==> src/rtl/axi_write_sequencer.sv <==
// rtl/axi_write_sequencer.sv - AXI4 write-path sequencer: AW burst check, beat/address pairing, B response
module axi_write_sequencer #(
  localparam int ADDR_WIDTH = 12,
  localparam int DATA_WIDTH = 32
) (
  input  logic                    clk,
  input  logic                    reset_n,
  // AW channel from master
  input  logic [ADDR_WIDTH-1:0]   s_awaddr,
  input  logic [7:0]              s_awlen,
  input  logic [2:0]              s_awsize,
  input  logic [1:0]              s_awburst,
  input  logic                    s_awvalid,
  output logic                    s_awready,
  // W channel from master
  input  logic [DATA_WIDTH-1:0]   s_wdata,
  input  logic [DATA_WIDTH/8-1:0] s_wstrb,
  input  logic                    s_wlast,
  input  logic                    s_wvalid,
  output logic                    s_wready,
  // B channel to master
  output logic [1:0]              s_bresp,
  output logic                    s_bvalid,
  input  logic                    s_bready,
  // AW forward to the address counter
  output logic [ADDR_WIDTH-1:0]   c_awaddr,
  output logic [7:0]              c_awlen,
  output logic [2:0]              c_awsize,
  output logic [1:0]              c_awburst,
  output logic                    c_awvalid,
  input  logic                    c_awready,
  // Per-beat address stream from the counter
  input  logic [ADDR_WIDTH-1:0]   c_addr_data,
  input  logic                    c_addr_valid,
  output logic                    c_addr_ready,
  // Flat register-write port
  output logic                    o_wr_en,
  output logic [ADDR_WIDTH-1:0]   o_wr_addr,
  output logic [DATA_WIDTH-1:0]   o_wr_data,
  output logic [DATA_WIDTH/8-1:0] o_wr_strb,
  output logic [7:0]              o_err_count
);

  localparam logic [1:0]          RESP_OKAY   = 2'b00;
  localparam logic [1:0]          RESP_SLVERR = 2'b10;
  localparam logic [ADDR_WIDTH:0] WINDOW_END  = 13'd4096;

  typedef enum logic [1:0] {
    IDLE  = 2'd0,
    DATA  = 2'd1,
    DRAIN = 2'd2,
    RESP  = 2'd3
  } state_e;

  state_e                  state_q, state_d;
  logic [7:0]              len_q, len_d;
  logic [8:0]              count_q, count_d;
  logic                    wlast_err_q, wlast_err_d;
  logic [1:0]              bresp_q, bresp_d;
  logic                    wr_en_q, wr_en_d;
  logic [ADDR_WIDTH-1:0]   wr_addr_q, wr_addr_d;
  logic [DATA_WIDTH-1:0]   wr_data_q, wr_data_d;
  logic [DATA_WIDTH/8-1:0] wr_strb_q, wr_strb_d;
  logic [7:0]              err_cnt_q, err_cnt_d;

  logic [ADDR_WIDTH:0]     burst_end;
  logic                    aw_err;
  logic                    last_beat;

  // One bit of headroom so a burst ending exactly at the window top stays legal
  assign burst_end = {1'b0, s_awaddr} + ({4'b0000, {1'b0, s_awlen} + 9'd1} << 2);

  assign aw_err = (s_awburst != 2'b01)
                | (s_awsize != 3'd2)
                | (s_awaddr[1:0] != 2'b00)
                | (burst_end > WINDOW_END);

  assign last_beat = (count_q == {1'b0, len_q});

  assign c_awaddr  = s_awaddr;
  assign c_awlen   = s_awlen;
  assign c_awsize  = s_awsize;
  assign c_awburst = s_awburst;

  assign s_bvalid    = (state_q == RESP);
  assign s_bresp     = bresp_q;
  assign o_wr_en     = wr_en_q;
  assign o_wr_addr   = wr_addr_q;
  assign o_wr_data   = wr_data_q;
  assign o_wr_strb   = wr_strb_q;
  assign o_err_count = err_cnt_q;

  always_ff @(posedge clk or negedge reset_n) begin
    if (!reset_n) begin
      state_q     <= IDLE;
      len_q       <= '0;
      count_q     <= '0;
      wlast_err_q <= 1'b0;
      bresp_q     <= RESP_OKAY;
      wr_en_q     <= 1'b0;
      wr_addr_q   <= '0;
      wr_data_q   <= '0;
      wr_strb_q   <= '0;
      err_cnt_q   <= '0;
    end else begin
      state_q     <= state_d;
      len_q       <= len_d;
      count_q     <= count_d;
      wlast_err_q <= wlast_err_d;
      bresp_q     <= bresp_d;
      wr_en_q     <= wr_en_d;
      wr_addr_q   <= wr_addr_d;
      wr_data_q   <= wr_data_d;
      wr_strb_q   <= wr_strb_d;
      err_cnt_q   <= err_cnt_d;
    end
  end

  always_comb begin
    state_d      = state_q;
    len_d        = len_q;
    count_d      = count_q;
    wlast_err_d  = wlast_err_q;
    bresp_d      = bresp_q;
    wr_en_d      = 1'b0;
    wr_addr_d    = wr_addr_q;
    wr_data_d    = wr_data_q;
    wr_strb_d    = wr_strb_q;
    err_cnt_d    = err_cnt_q;
    s_awready    = 1'b0;
    s_wready     = 1'b0;
    c_awvalid    = 1'b0;
    c_addr_ready = 1'b0;

    unique case (state_q)
      IDLE: begin
        if (aw_err) begin
          // Illegal bursts never reach the counter; accept and drain them locally
          s_awready = 1'b1;
          if (s_awvalid) begin
            len_d       = s_awlen;
            count_d     = '0;
            wlast_err_d = 1'b0;
            state_d     = DRAIN;
          end
        end else begin
          c_awvalid = s_awvalid;
          s_awready = c_awready;
          if (s_awvalid && c_awready) begin
            len_d       = s_awlen;
            count_d     = '0;
            wlast_err_d = 1'b0;
            state_d     = DATA;
          end
        end
      end

      DATA: begin
        s_wready     = c_addr_valid;
        c_addr_ready = s_wvalid;
        if (s_wvalid && c_addr_valid) begin
          wr_en_d     = 1'b1;
          wr_addr_d   = c_addr_data;
          wr_data_d   = s_wdata;
          wr_strb_d   = s_wstrb;
          wlast_err_d = wlast_err_q | (s_wlast != last_beat);
          count_d     = count_q + 9'd1;
          // The beat count, not WLAST, ends the burst
          if (last_beat) begin
            state_d = RESP;
            bresp_d = wlast_err_d ? RESP_SLVERR : RESP_OKAY;
          end
        end
      end

      DRAIN: begin
        s_wready = 1'b1;
        if (s_wvalid) begin
          count_d = count_q + 9'd1;
          if (last_beat) begin
            state_d = RESP;
            bresp_d = RESP_SLVERR;
          end
        end
      end

      RESP: begin
        if (s_bready) begin
          state_d = IDLE;
          if ((bresp_q == RESP_SLVERR) && (err_cnt_q != 8'hFF)) begin
            err_cnt_d = err_cnt_q + 8'd1;
          end
        end
      end

      default: state_d = IDLE;
    endcase
  end

endmodule
==> config.mk <==
export PLATFORM = sky130hd
export DESIGN_NAME = axi_write_sequencer
export DESIGN_NICKNAME = d
export VERILOG_FILES = /design/src/rtl/axi_write_sequencer.sv
export SDC_FILE = /design/constraint.sdc
export NUM_CORES = 1
export LEC_CHECK = 0
export ABC_AREA = 1
export CORE_ASPECT_RATIO = 0.8
export CORE_MARGIN = 1
export CORE_UTILIZATION = 41
export CTS_BUF_LIST = sky130_fd_sc_hd__clkbuf_4
export DETAILED_ROUTE_END_ITERATION = 12
export PLACE_DENSITY = 0.75
export REMOVE_ABC_BUFFERS = 1
export SYNTH_ARGS = -nofsm -noshare
export SYNTH_HDL_FRONTEND = slang
export SYNTH_SLANG_ARGS = --single-unit
==> constraint.sdc <==
create_clock -name clk -period 4.48 [get_ports clk]
set_input_delay 0.672 -clock clk [delete_from_list [all_inputs] [get_ports clk]]
set_output_delay 0.672 -clock clk [all_outputs]
set_load 0.03 [all_outputs]
==> impl_results.md <==
* Status: finished clean
* GR Util met3 at 4.13%
* Mux share of post-synthesis cell area at 0.251%
* TritonCTS clock tree: built
* Fmax at 236 MHz
* RSZ-0062 raised after global routing: false
* Final worst-path cycle share at 94.8%
* Initial DRC count at 318
* Finished Cell Area at about 6300 um^2
* DR pass1 iterations at 4
* DP Area at slightly above 6000 um^2
* Number of setup buffers added after CTS at 0
* FILL cells at 906
* Row Count at 33
* CTS Buf Count at 9
* Synth Flop Type: dfrtp_1
* Tmin final at 4.24 ns
* Gate Count Post-Synth at 568
* CTS sink count at 78
* Post-Synth XOR/XNOR Area at 4.48%
* Share of layout cells above drive strength 1 at 8.14%
* Core area at ~10000 um^2
* Synth Area in Compound Gates at 3.59%
* Min-Delay Path Class: primary input to asynchronous set/reset pin
* # setup viols final at 0
* DIE AREA at 11400 um^2
* Final RePlAce weighted congestion at 0.899
* Final WL at 11600 um
* Top cells by area, synth: dfrtp_1 (43%), nand2_1 (19%), ha_1 (5.0%), inv_1 (4.7%), buf_4 (4.3%)
* Dpl ws at -0.167 ns
* Die X at 119 um
* Pin count of the biggest net entering global routing at a little under 80
* Initial antenna violation count at 0
* I/O pins at 170
* Leakage at 0.00314 uW
* Startpoint types: primary input
* Antenna diodes at 0
* Pwr per Cell Area at 555 nW/um^2
* Share of the synthesized area in the top cell type at 43.4%
* Data required time of the worst path at 3.81 ns
* Post-Synth Adder-Cell Area at 5.46%
* Setup Skew at 0.0147 ns
* Met1 Use GR at between 20 and 30%
* Critical R2R Launch: state_q[1]
* Die height at 95.6 um
* Critical path data arrival time at 3.57 ns
* Number of global-route vias before repair at 3902
* Relative slew slack at 34.6%
* Cell variety after synth at 42
* Slowest CP cell: clkdlybuf4s50_1
* Met2 GRT Util at around a third
* Crit path capture type: primary output
* R2r setup slk at 2.28 ns
* Yosys top cell by area: dfrtp_1
* Busiest grt layer: met2
* Port-buffer cells at 168
* Largest family of logic cells by synthesized area: simple AND/OR/NAND/NOR gates
* Simple-Gate Fraction of Synth Area at between 30% and 40%
* WS Path Type: primary input to primary output
* Fin. Hold Viols at 0
* Fin nets at 820
* Maximum vdd drop at 243 uV
* Setup WS post-layout at 0.235 ns
* GRT Overall Usage at about a fifth
* Total gr overflow at 0
* Vias per cell at 4.73
* Reg clk slew, reported paths at 0.12 ns
* Measured slew at the worst slew-check pin at around 0.98 ns
* Reg2Reg Depth at 9
* Max Root-Sink Buffers at 2
* #FFs+latches synth at 78
* Worst Path Max Fanout at 5
* Post-synthesis sequential area ratio at between 40% and 50%
* Yosys warning total at 0
* Via Count at between 4000 and 5000
* Number of synthesized flops with an enable pin at 0
* Max Transition Viols Final at 0
* Clock Latency Late Sink at 0.44 ns
* Htree depth at 3
* Most common cell on crit path: nand2_1
* DRT antenna net count at 0
* Cell area after synthesis at between 4000 and 5000 um^2
* Starting Density at 43.0%
* Mean Syn Cell Area at 7.91 um^2
* Maxcap violations at 0
* Synth-to-Final Area Change at 40.8%
* Asr flop ratio synth at 100%
* CTS root buf: clkbuf_4
* CP max stage delay at 0.52 ns
* Area taken by multi-input logic gates at 2080 um^2
* Residual DRC at 0
* Dpl hpwl at 8980 um
* Routed len/inst at between 10 and 15 um
* Reg-to-Reg End: o_wr_data[25]
* CP Cell Sequence: clkdlybuf4s50_1 > ha_1 > nand3_1 > nor3_2 > xor2_1 > inv_1 > ha_1 > nand2_2 > inv_1 > a21oi_2 > nand2_1 > nand2_1 > nand2_1 > nor2_2 > nand4_2 > nand2_4 > buf_4 > nand3_1 > nor2_1 > buf_4
* First-pass GRT wire length at between 15000 and 20000 um
* FF/Latch Area at 1950 um^2
cell type report:
type,count,area share (%)
Sequential cell,78,30.8
Clock buffer,9,1.07
Inverter,57,3.38
Timing Repair Buffer,180,27.8
Multi-Input combinational cell,394,32.8
Tap cell,140,2.77
Clock inverter,7,1.30
worst max-delay path, delay by kind of cell:
family,cells,cell delay (ns)
fa+ha+maj,2,0.54
xor+xnor,1,0.16
simple gates,11,1.10
buf+inv,5,0.92
compound gates,1,0.15
flip-flops by register name (all words and copies together), names as in the netlist:
name and count:
count_q 9, o_wr_strb 4, o_wr_en 1, s_bresp 1
o_err_count 8, o_wr_addr 12, wlast_err_q 1, len_q 8
state_q 2, o_wr_data 32
routing by layer:
metal	routed length (um)	vias to the layer above	share of wire, %
met5	0	-	0
met2	5830	89	50
met4	221	0	1.9
met3	403	14	3.5
met1	5140	1931	44
li1	-	2059	-
Yosys cell counts, types with 2 or more instances:
master and count:
o21ai_1 8, nand3_1 27, nand2_2 6, ha_1 18
nor2_1 28, dfrtp_1 78, nand3_2 4, nor3_1 7
nand4_1 14, a21oi_2 2, clkbuf_1 9, xnor2_1 6
xor2_1 17, nand2_1 224, a21oi_1 7, nand3_4 2
inv_1 56, buf_4 26, nor2_2 3, o21ai_0 4
how the worst max path moves through the flow:
| stage | startpoint | to | slack [ns] | depth (start not counted) |
|---|---|---|---|---|
| after global routing | s_awlen[2] | c_awvalid | 0.006 | 18 |
| after CTS | s_awlen[1] | s_awready | 0.09 | 20 |
| final | s_awlen[1] | c_awvalid | 0.24 | 20 |
| after global placement | s_awlen[1] | s_awready | -0.08 | 20 |
| after detailed placement | s_awlen[1] | s_awready | -0.17 | 18 |
| after floorplan | state_q[1] | wlast_err_q | 0.55 | 9 |
placed cells by master, fill, tap and decap left out, drive strengths merged, types with 2 or more instances in the layout:
master / n
xor2: 17
dfrtp: 78
buf: 14
ha: 18
nand3: 33
clkinvlp: 2
a21oi: 9
xnor2: 6
nor2: 31
clkdlybuf4s50: 165
nand4: 16
nand2: 231
nor3: 7
clkinv: 3
inv: 58
o21ai: 12
clkbuf: 10
power breakdown:
| part | internal [uW] | switching (uW) |
|---|---|---|
| clock | 177 | 267 |
| combinational | 757 | 1150 |
| sequential | 990 | 177 |
| total | 1920 | 1590 |
kinds of logic after synthesis:
family,after synthesis
and+or+nand+nor,323
buffers and inverters,96
DFF,78
AOI/OAI and AO/OA,27
xor gates and xnor gates,23
adders and majority gates,19
other,1
muxes,1
repair_timing:
| item | in CTS | in global routing |
|---|---|---|
| pin swaps | 0 | 0 |
| gates resized for setup | 1 | 4 |
| setup endpoints to repair | 1 | 2 |
| hold buffers | 0 | 0 |
through the flow:
| stage | instances | total power, uW | util [%] | setup TNS [ns] | hold WS [ns] |
|---|---|---|---|---|---|
| 2_1_floorplan | 529 | 2250 | - | 0 | 0.376 |
| 3_3_place_gp | 849 | 3050 | 59.2 | -0.0758 | 0.453 |
| 3_5_place_dp | 849 | 3100 | 59.2 | -0.167 | 0.457 |
| 4_1_cts | 865 | 3550 | 60.6 | 0 | 0.394 |
| 5_1_grt | 865 | 3770 | 60.6 | 0 | 0.421 |
| 6_report | 865 | 3510 | 60.6 | 0 | 0.373 |
(Power assumes the default switching activity.)
